### src/rtl/arb_pkg.sv
// Shared definitions for the 4-way round-robin bus arbiter: FSM encoding,
// requester count, timeout sizing and the one-hot grant/mux-select constants.
package arb_pkg;

    localparam int NUM_REQ        = 4;
    localparam int TIMEOUT_CYCLES = 16;
    localparam int CNT_W          = 5;

    typedef enum logic {
        ST_IDLE = 1'b0,
        ST_BUSY = 1'b1
    } arb_state_t;

    // Same encoding as the select of the one-hot data mux.
    localparam logic [NUM_REQ-1:0] GNT_0 = 4'b0001;
    localparam logic [NUM_REQ-1:0] GNT_1 = 4'b0010;
    localparam logic [NUM_REQ-1:0] GNT_2 = 4'b0100;
    localparam logic [NUM_REQ-1:0] GNT_3 = 4'b1000;

    function automatic logic [NUM_REQ-1:0] onehot(input logic [1:0] idx);
        logic [NUM_REQ-1:0] v;
        case (idx)
            2'd0:    v = GNT_0;
            2'd1:    v = GNT_1;
            2'd2:    v = GNT_2;
            default: v = GNT_3;
        endcase
        return v;
    endfunction

endpackage

### src/rtl/rr_pick4.sv
// Combinational round-robin picker: first set request bit starting at ptr,
// searching upward modulo 4.
module rr_pick4
    import arb_pkg::*;
(
    input  logic [NUM_REQ-1:0] req,
    input  logic [1:0]         ptr,
    output logic [1:0]         winner,
    output logic               any
);

    logic [2*NUM_REQ-1:0] w_dbl;
    logic [NUM_REQ-1:0]   w_rot;
    logic [1:0]           w_off;

    // Rotate so that bit 0 of w_rot is the requester at ptr.
    assign w_dbl = {req, req};
    assign w_rot = w_dbl[ptr +: NUM_REQ];

    always_comb begin
        w_off = 2'd0;
        for (int i = NUM_REQ - 1; i >= 0; i--) begin
            if (w_rot[i]) begin
                w_off = 2'(i);
            end
        end
    end

    assign winner = ptr + w_off;
    assign any    = |req;

endmodule

### src/rtl/bus_arbiter4.sv
// Round-robin arbiter granting one shared 32-bit port to 4 requesters, holding
// each grant until done or abandon. Optional forced release: define ARB_TIMEOUT_EN.
module bus_arbiter4
    import arb_pkg::*;
(
    input  logic               clk,
    input  logic               rst,
    input  logic [NUM_REQ-1:0] req,
    input  logic               done,
    output logic [NUM_REQ-1:0] grant,
    output logic               grant_valid,
    output logic [1:0]         grant_id,
    output logic               timeout
);

    arb_state_t         r_state;
    logic [NUM_REQ-1:0] r_grant;
    logic [1:0]         r_grant_id;
    logic [1:0]         r_ptr;
    logic               r_timeout;

    logic [1:0] w_winner;
    logic       w_any;
    logic       w_abandon;
    logic       w_limit;
    logic       w_release;

    rr_pick4 u_pick (
        .req    (req),
        .ptr    (r_ptr),
        .winner (w_winner),
        .any    (w_any)
    );

`ifdef ARB_TIMEOUT_EN
    logic [CNT_W-1:0] r_cnt;

    always_ff @(posedge clk or posedge rst) begin
        if (rst) begin
            r_cnt <= '0;
        end else if (r_state == ST_IDLE) begin
            r_cnt <= '0;
        end else begin
            r_cnt <= r_cnt + 1'b1;
        end
    end

    assign w_limit = (r_state == ST_BUSY) && (r_cnt == CNT_W'(TIMEOUT_CYCLES - 1));
`else
    assign w_limit = 1'b0;
`endif

    assign w_abandon = ~req[r_grant_id];
    assign w_release = done | w_abandon | w_limit;

    always_ff @(posedge clk or posedge rst) begin
        if (rst) begin
            r_state    <= ST_IDLE;
            r_grant    <= '0;
            r_grant_id <= 2'd0;
            r_ptr      <= 2'd0;
            r_timeout  <= 1'b0;
        end else begin
            r_timeout <= 1'b0;
            case (r_state)
                ST_IDLE: begin
                    if (w_any) begin
                        r_state    <= ST_BUSY;
                        r_grant    <= onehot(w_winner);
                        r_grant_id <= w_winner;
                    end
                end
                ST_BUSY: begin
                    if (w_release) begin
                        r_state    <= ST_IDLE;
                        r_grant    <= '0;
                        r_grant_id <= 2'd0;
                        r_ptr      <= r_grant_id + 2'd1;
                        // A completing transfer wins over the hold limit.
                        r_timeout  <= w_limit & ~done;
                    end
                end
                default: r_state <= ST_IDLE;
            endcase
        end
    end

    assign grant       = r_grant;
    assign grant_valid = |r_grant;
    assign grant_id    = r_grant_id;
    assign timeout     = r_timeout;

endmodule

### config.mk
export PLATFORM = sky130hd
export DESIGN_NAME = bus_arbiter4
export DESIGN_NICKNAME = d
export VERILOG_FILES = /design/src/rtl/arb_pkg.sv /design/src/rtl/rr_pick4.sv /design/src/rtl/bus_arbiter4.sv
export SDC_FILE = /design/constraint.sdc
export NUM_CORES = 1
export LEC_CHECK = 0
export CAP_MARGIN = 30
export CELL_PAD_IN_SITES_DETAIL_PLACEMENT = 1
export CELL_PAD_IN_SITES_GLOBAL_PLACEMENT = 1
export CORE_MARGIN = 4
export CORE_UTILIZATION = 34
export DETAILED_ROUTE_END_ITERATION = 12
export HOLD_SLACK_MARGIN = 0.06
export PLACE_DENSITY_LB_ADDON = 0.1
export RECOVER_POWER = 50
export SYNTH_ARGS = -nofsm -noshare
export SYNTH_HDL_FRONTEND = slang
export SYNTH_SLANG_ARGS = --single-unit
### constraint.sdc
create_clock -name clk -period 2.1 [get_ports clk]
set_input_delay 0.315 -clock clk [delete_from_list [all_inputs] [get_ports clk]]
set_output_delay 0.315 -clock clk [all_outputs]
set_load 0.005 [all_outputs]
==> key figures, run 1 <==
Synth
  • Synth Flop Type: dfrtp_1
  • Warnings, synthesis: 0
  • Post-Synth Adder-Cell Area: 2.08%
  • Yosys cell types: 31
  • Main combinational cell family by area after synthesis: compound AO/OA/AOI/OAI gates
  • Post-synthesis compound-gate area fraction: 24.4%
  • Synthesized area per cell: 9.24 um^2
  • Xor/xnor cell area share of the yosys netlist: 5.62%
  • Simple-gate area share of the yosys netlist: 17.7%
  • Mapped Area: 601 um^2
  • Seq/Total Area, Yosys: 37.5%
  • Mux share of post-synthesis cell area: 3.75%
  • EDFF count, synth: 0
  • Flops & latches, synth: 9
  • Synth Instances: 65
  • Post-synth ARST share: 100%
  • Synth Net Count: 73

Die
  • Die area: 2500 um^2
  • Chip Width: 50.0 um
  • Initial core utilization: 37.7%
  • Core Area: 1590 um^2
  • Die Y: 50.0 um
  • Num ports: 15
  • Rows: 14

Placement
  • Pre-CTS setup slack: -0.324 ns
  • RePlAce Congestion: 0.813
  • DP Wirelength: 1.24 mm
  • Port Buffers: 13

Worst setup path
  • FF-to-FF Start: r_ptr[0]$_DFFE_PP0P_
  • Crit Path Max Fanout: 3
  • Max incr delay on CP: 0.52 ns
  • WP data required: 1.78 ns
  • Critical path data arrival time: 1.63 ns
  • Setup crit start kind: register
  • Buf/Inv on CP: 1
  • Critical Path Start: grant[0]$_DFFE_PP0P_
  • Critical path, cell by cell: or4_1 -> clkdlybuf4s50_1
  • CP max-delay cell: or4_1
  • Crit Path Category: reg -> out
  • Crit path max-delay family: simple AND/OR/NAND/NOR gates
  • Worst setup EP type: output port

Final layout
  • Share of post-route cells with drive strength above 1: 33.3%
  • Antenna diode count: 0
  • Area delta synth->final: 46.9%
  • # fillers: 192
  • Final core occ: 55.3%
  • Nets@finish: 102

STA
  • Worst hold slack: 0.467 ns
  • Worst Skew: 0.00147 ns
  • Fmax: 514 MHz
  • Final Max Slew Viols: 0
  • Fin crit share: 92.6%
  • Post-route setup slack: 0.155 ns
  • Final Hold Viols: 0
  • Min Clock Period, post-route: 1.95 ns
  • RSZ-0062 raised after global routing: false
  • Final setup viols: 0

GRT
  • Largest net degree at the start of global routing: 11
  • Number of global-route vias before repair: 597
  • Initial antenna violation count: 0
  • GRT Total Usage: 15.4%
  • First-pass GRT wire length: 2.96 mm
  • Total gr overflow: 0

Clock tree
  • CTS root buf: clkbuf_4
  • CTS buffer count: 3
  • Clock transition at the registers of the reported paths: 0.06 ns
  • CTS tree: yes
  • CTS Buffer Depth: 2
  • Clk_lat worst skew: 0.26 ns
  • H-tree depth: 1
  • Clock Sinks: 9

Run status
  • Status: finished clean

Routing
  • Drt pass-1 iters: 2
  • Vias per cell: 4.98
  • Post-route DRC violation count: 0
  • DR vias: 583
  • DR WL/cell: 14.6 um
  • Routed Antenna Nets: 0
  • Final WL: 1.70 mm
  • Initial drt markers: 6

Pwr
  • VDD IR max: 0.731 mV
  • PwrDens: 1370 nW/um^2
  • Pleak: 0.000430 uW

Min path
  • Hold Path Class: in -> async

Flow run
  • Max_cap viols: 0
[report_power, final]
group          leakage, uW  total [uW]  switching [uW]  internal, uW
Clock            0.0000150         138            64.9          73.4
Sequential        0.000111         343            91.1           252
Combinational     0.000305         724             327           397
Total             0.000430        1210             483           723
[final timing paths]
check,cells after the start,endpoint,slack [ns]
max,2,grant_valid,0.15
min,2,r_ptr[1]$_DFFE_PP0P_,0.47
max reg2reg,8,grant[3]$_DFFE_PP0P_,0.19
min reg2reg,1,grant[2]$_DFFE_PP0P_,0.51
max in group asynchronous,2,r_ptr[0]$_DFFE_PP0P_,1.34
min in group clk,1,grant[2]$_DFFE_PP0P_,0.51
[per-stage QoR]
| stage | TNS, ns | std cells | power (uW) | cell area, um^2 |
|---|---|---|---|---|
| CTS | 0 | 113 | 1170 | 846 |
| detailed placement | -1.44 | 109 | 1010 | 812 |
| finish | 0 | 117 | 1210 | 882 |
| global route | 0 | 117 | 1320 | 882 |
| global placement | -1.09 | 109 | 986 | 812 |
| floorplan | 0 | 65 | 750 | 601 |
[cell usage after synthesis (all sizes together), types with 2 or more instances]
cell type | instances | area (um^2)
nor3 | 2 | 10.0
a32o | 2 | 22.5
nor2 | 13 | 51.3
a21oi | 4 | 23.8
inv | 7 | 26.3
o32ai | 2 | 17.5
or2 | 2 | 12.5
o31ai | 2 | 15.0
o21ai | 2 | 10.0
dfrtp | 9 | 225
buf | 3 | 23.8
xnor2 | 2 | 25.0
nand2 | 3 | 11.3
[sequential cells by signal, indices dropped and copies added (netlist names)]
name and cells:
r_ptr 2, r_state 1, grant 4, grant_id 2
[layout make-up]
cell class / count / area (um^2) / area share, %
clock buffer: 4 / 26.3 / 2.98
inverter: 7 / 26.3 / 2.98
multi-input combinational: 46 / 338 / 38.3
sequential: 9 / 226 / 25.7
tap: 24 / 30.0 / 3.40
timing repair buffer: 27 / 235 / 26.7
[metal layers]
layer	wire [um]	part of all wire (%)	track usage (%)	vias to the layer above
met4	41	2.4	8.29	0
met5	0	0	0	-
met1	786	46	21.7	286
met2	848	50	23.3	9
met3	27	1.6	0.904	6
li1	-	-	-	282
[repair_timing]
item / CTS / global route
resized for setup: 4 / 4
buffers inserted: 0 / 4
hold buffers: 0 / 0
pin swaps: 0 / 1
endpoints found under the setup margin: 2 / 5
gates cloned: 0 / 0
[cells by family (layout without fill, tap and decap cells)]
logic type | Yosys count | in the layout
simple gates | 23 | 23
compound gates | 17 | 17
buf+inv | 10 | 38
flops | 9 | 9
xor+xnor | 3 | 3
fa+ha+maj | 1 | 1
other cells | 1 | 1
mux | 1 | 1
[worst register-to-register path, stage by stage (launching register included)]
cell	delay (ns)
dfrtp_2	0.44
or2_1	0.25
nor2_1	0.08
o21ai_0	0.09
o211ai_1	0.12
ha_2	0.22
xor2_2	0.18
xnor2_2	0.13
a32o_2	0.28
[cell usage in the layout, fill, tap and decap left out, drive strengths merged, types with 2 or more instances in the layout]
cell type,synthesis,routed
a32o,2,2
dlymetal6s2s,0,2
nand2,3,3
dlygate4sd3,0,4
o31ai,2,2
nor3,2,2
clkdlybuf4s50,0,5
o21ai,2,2
o32ai,2,2
xnor2,2,2
nor2,13,13
or2,2,2
dfrtp,9,9
a21oi,4,4
buf,3,13
dlygate4sd2,0,2
inv,7,7
clkbuf,0,5
No activity file was read; power rests on OpenSTA's default activity.
==> inputs of run 2 (changes only) <==
--- a/config.mk
+++ b/config.mk
@@ -14,6 +14,7 @@
 export HOLD_SLACK_MARGIN = 0.06
 export PLACE_DENSITY_LB_ADDON = 0.1
 export RECOVER_POWER = 50
+export SLEW_MARGIN = 20
 export SYNTH_ARGS = -nofsm -noshare
 export SYNTH_HDL_FRONTEND = slang
 export SYNTH_SLANG_ARGS = --single-unit
==> results of run 2 <==
Final layout, timing and power as in run 1 (identical DEF).
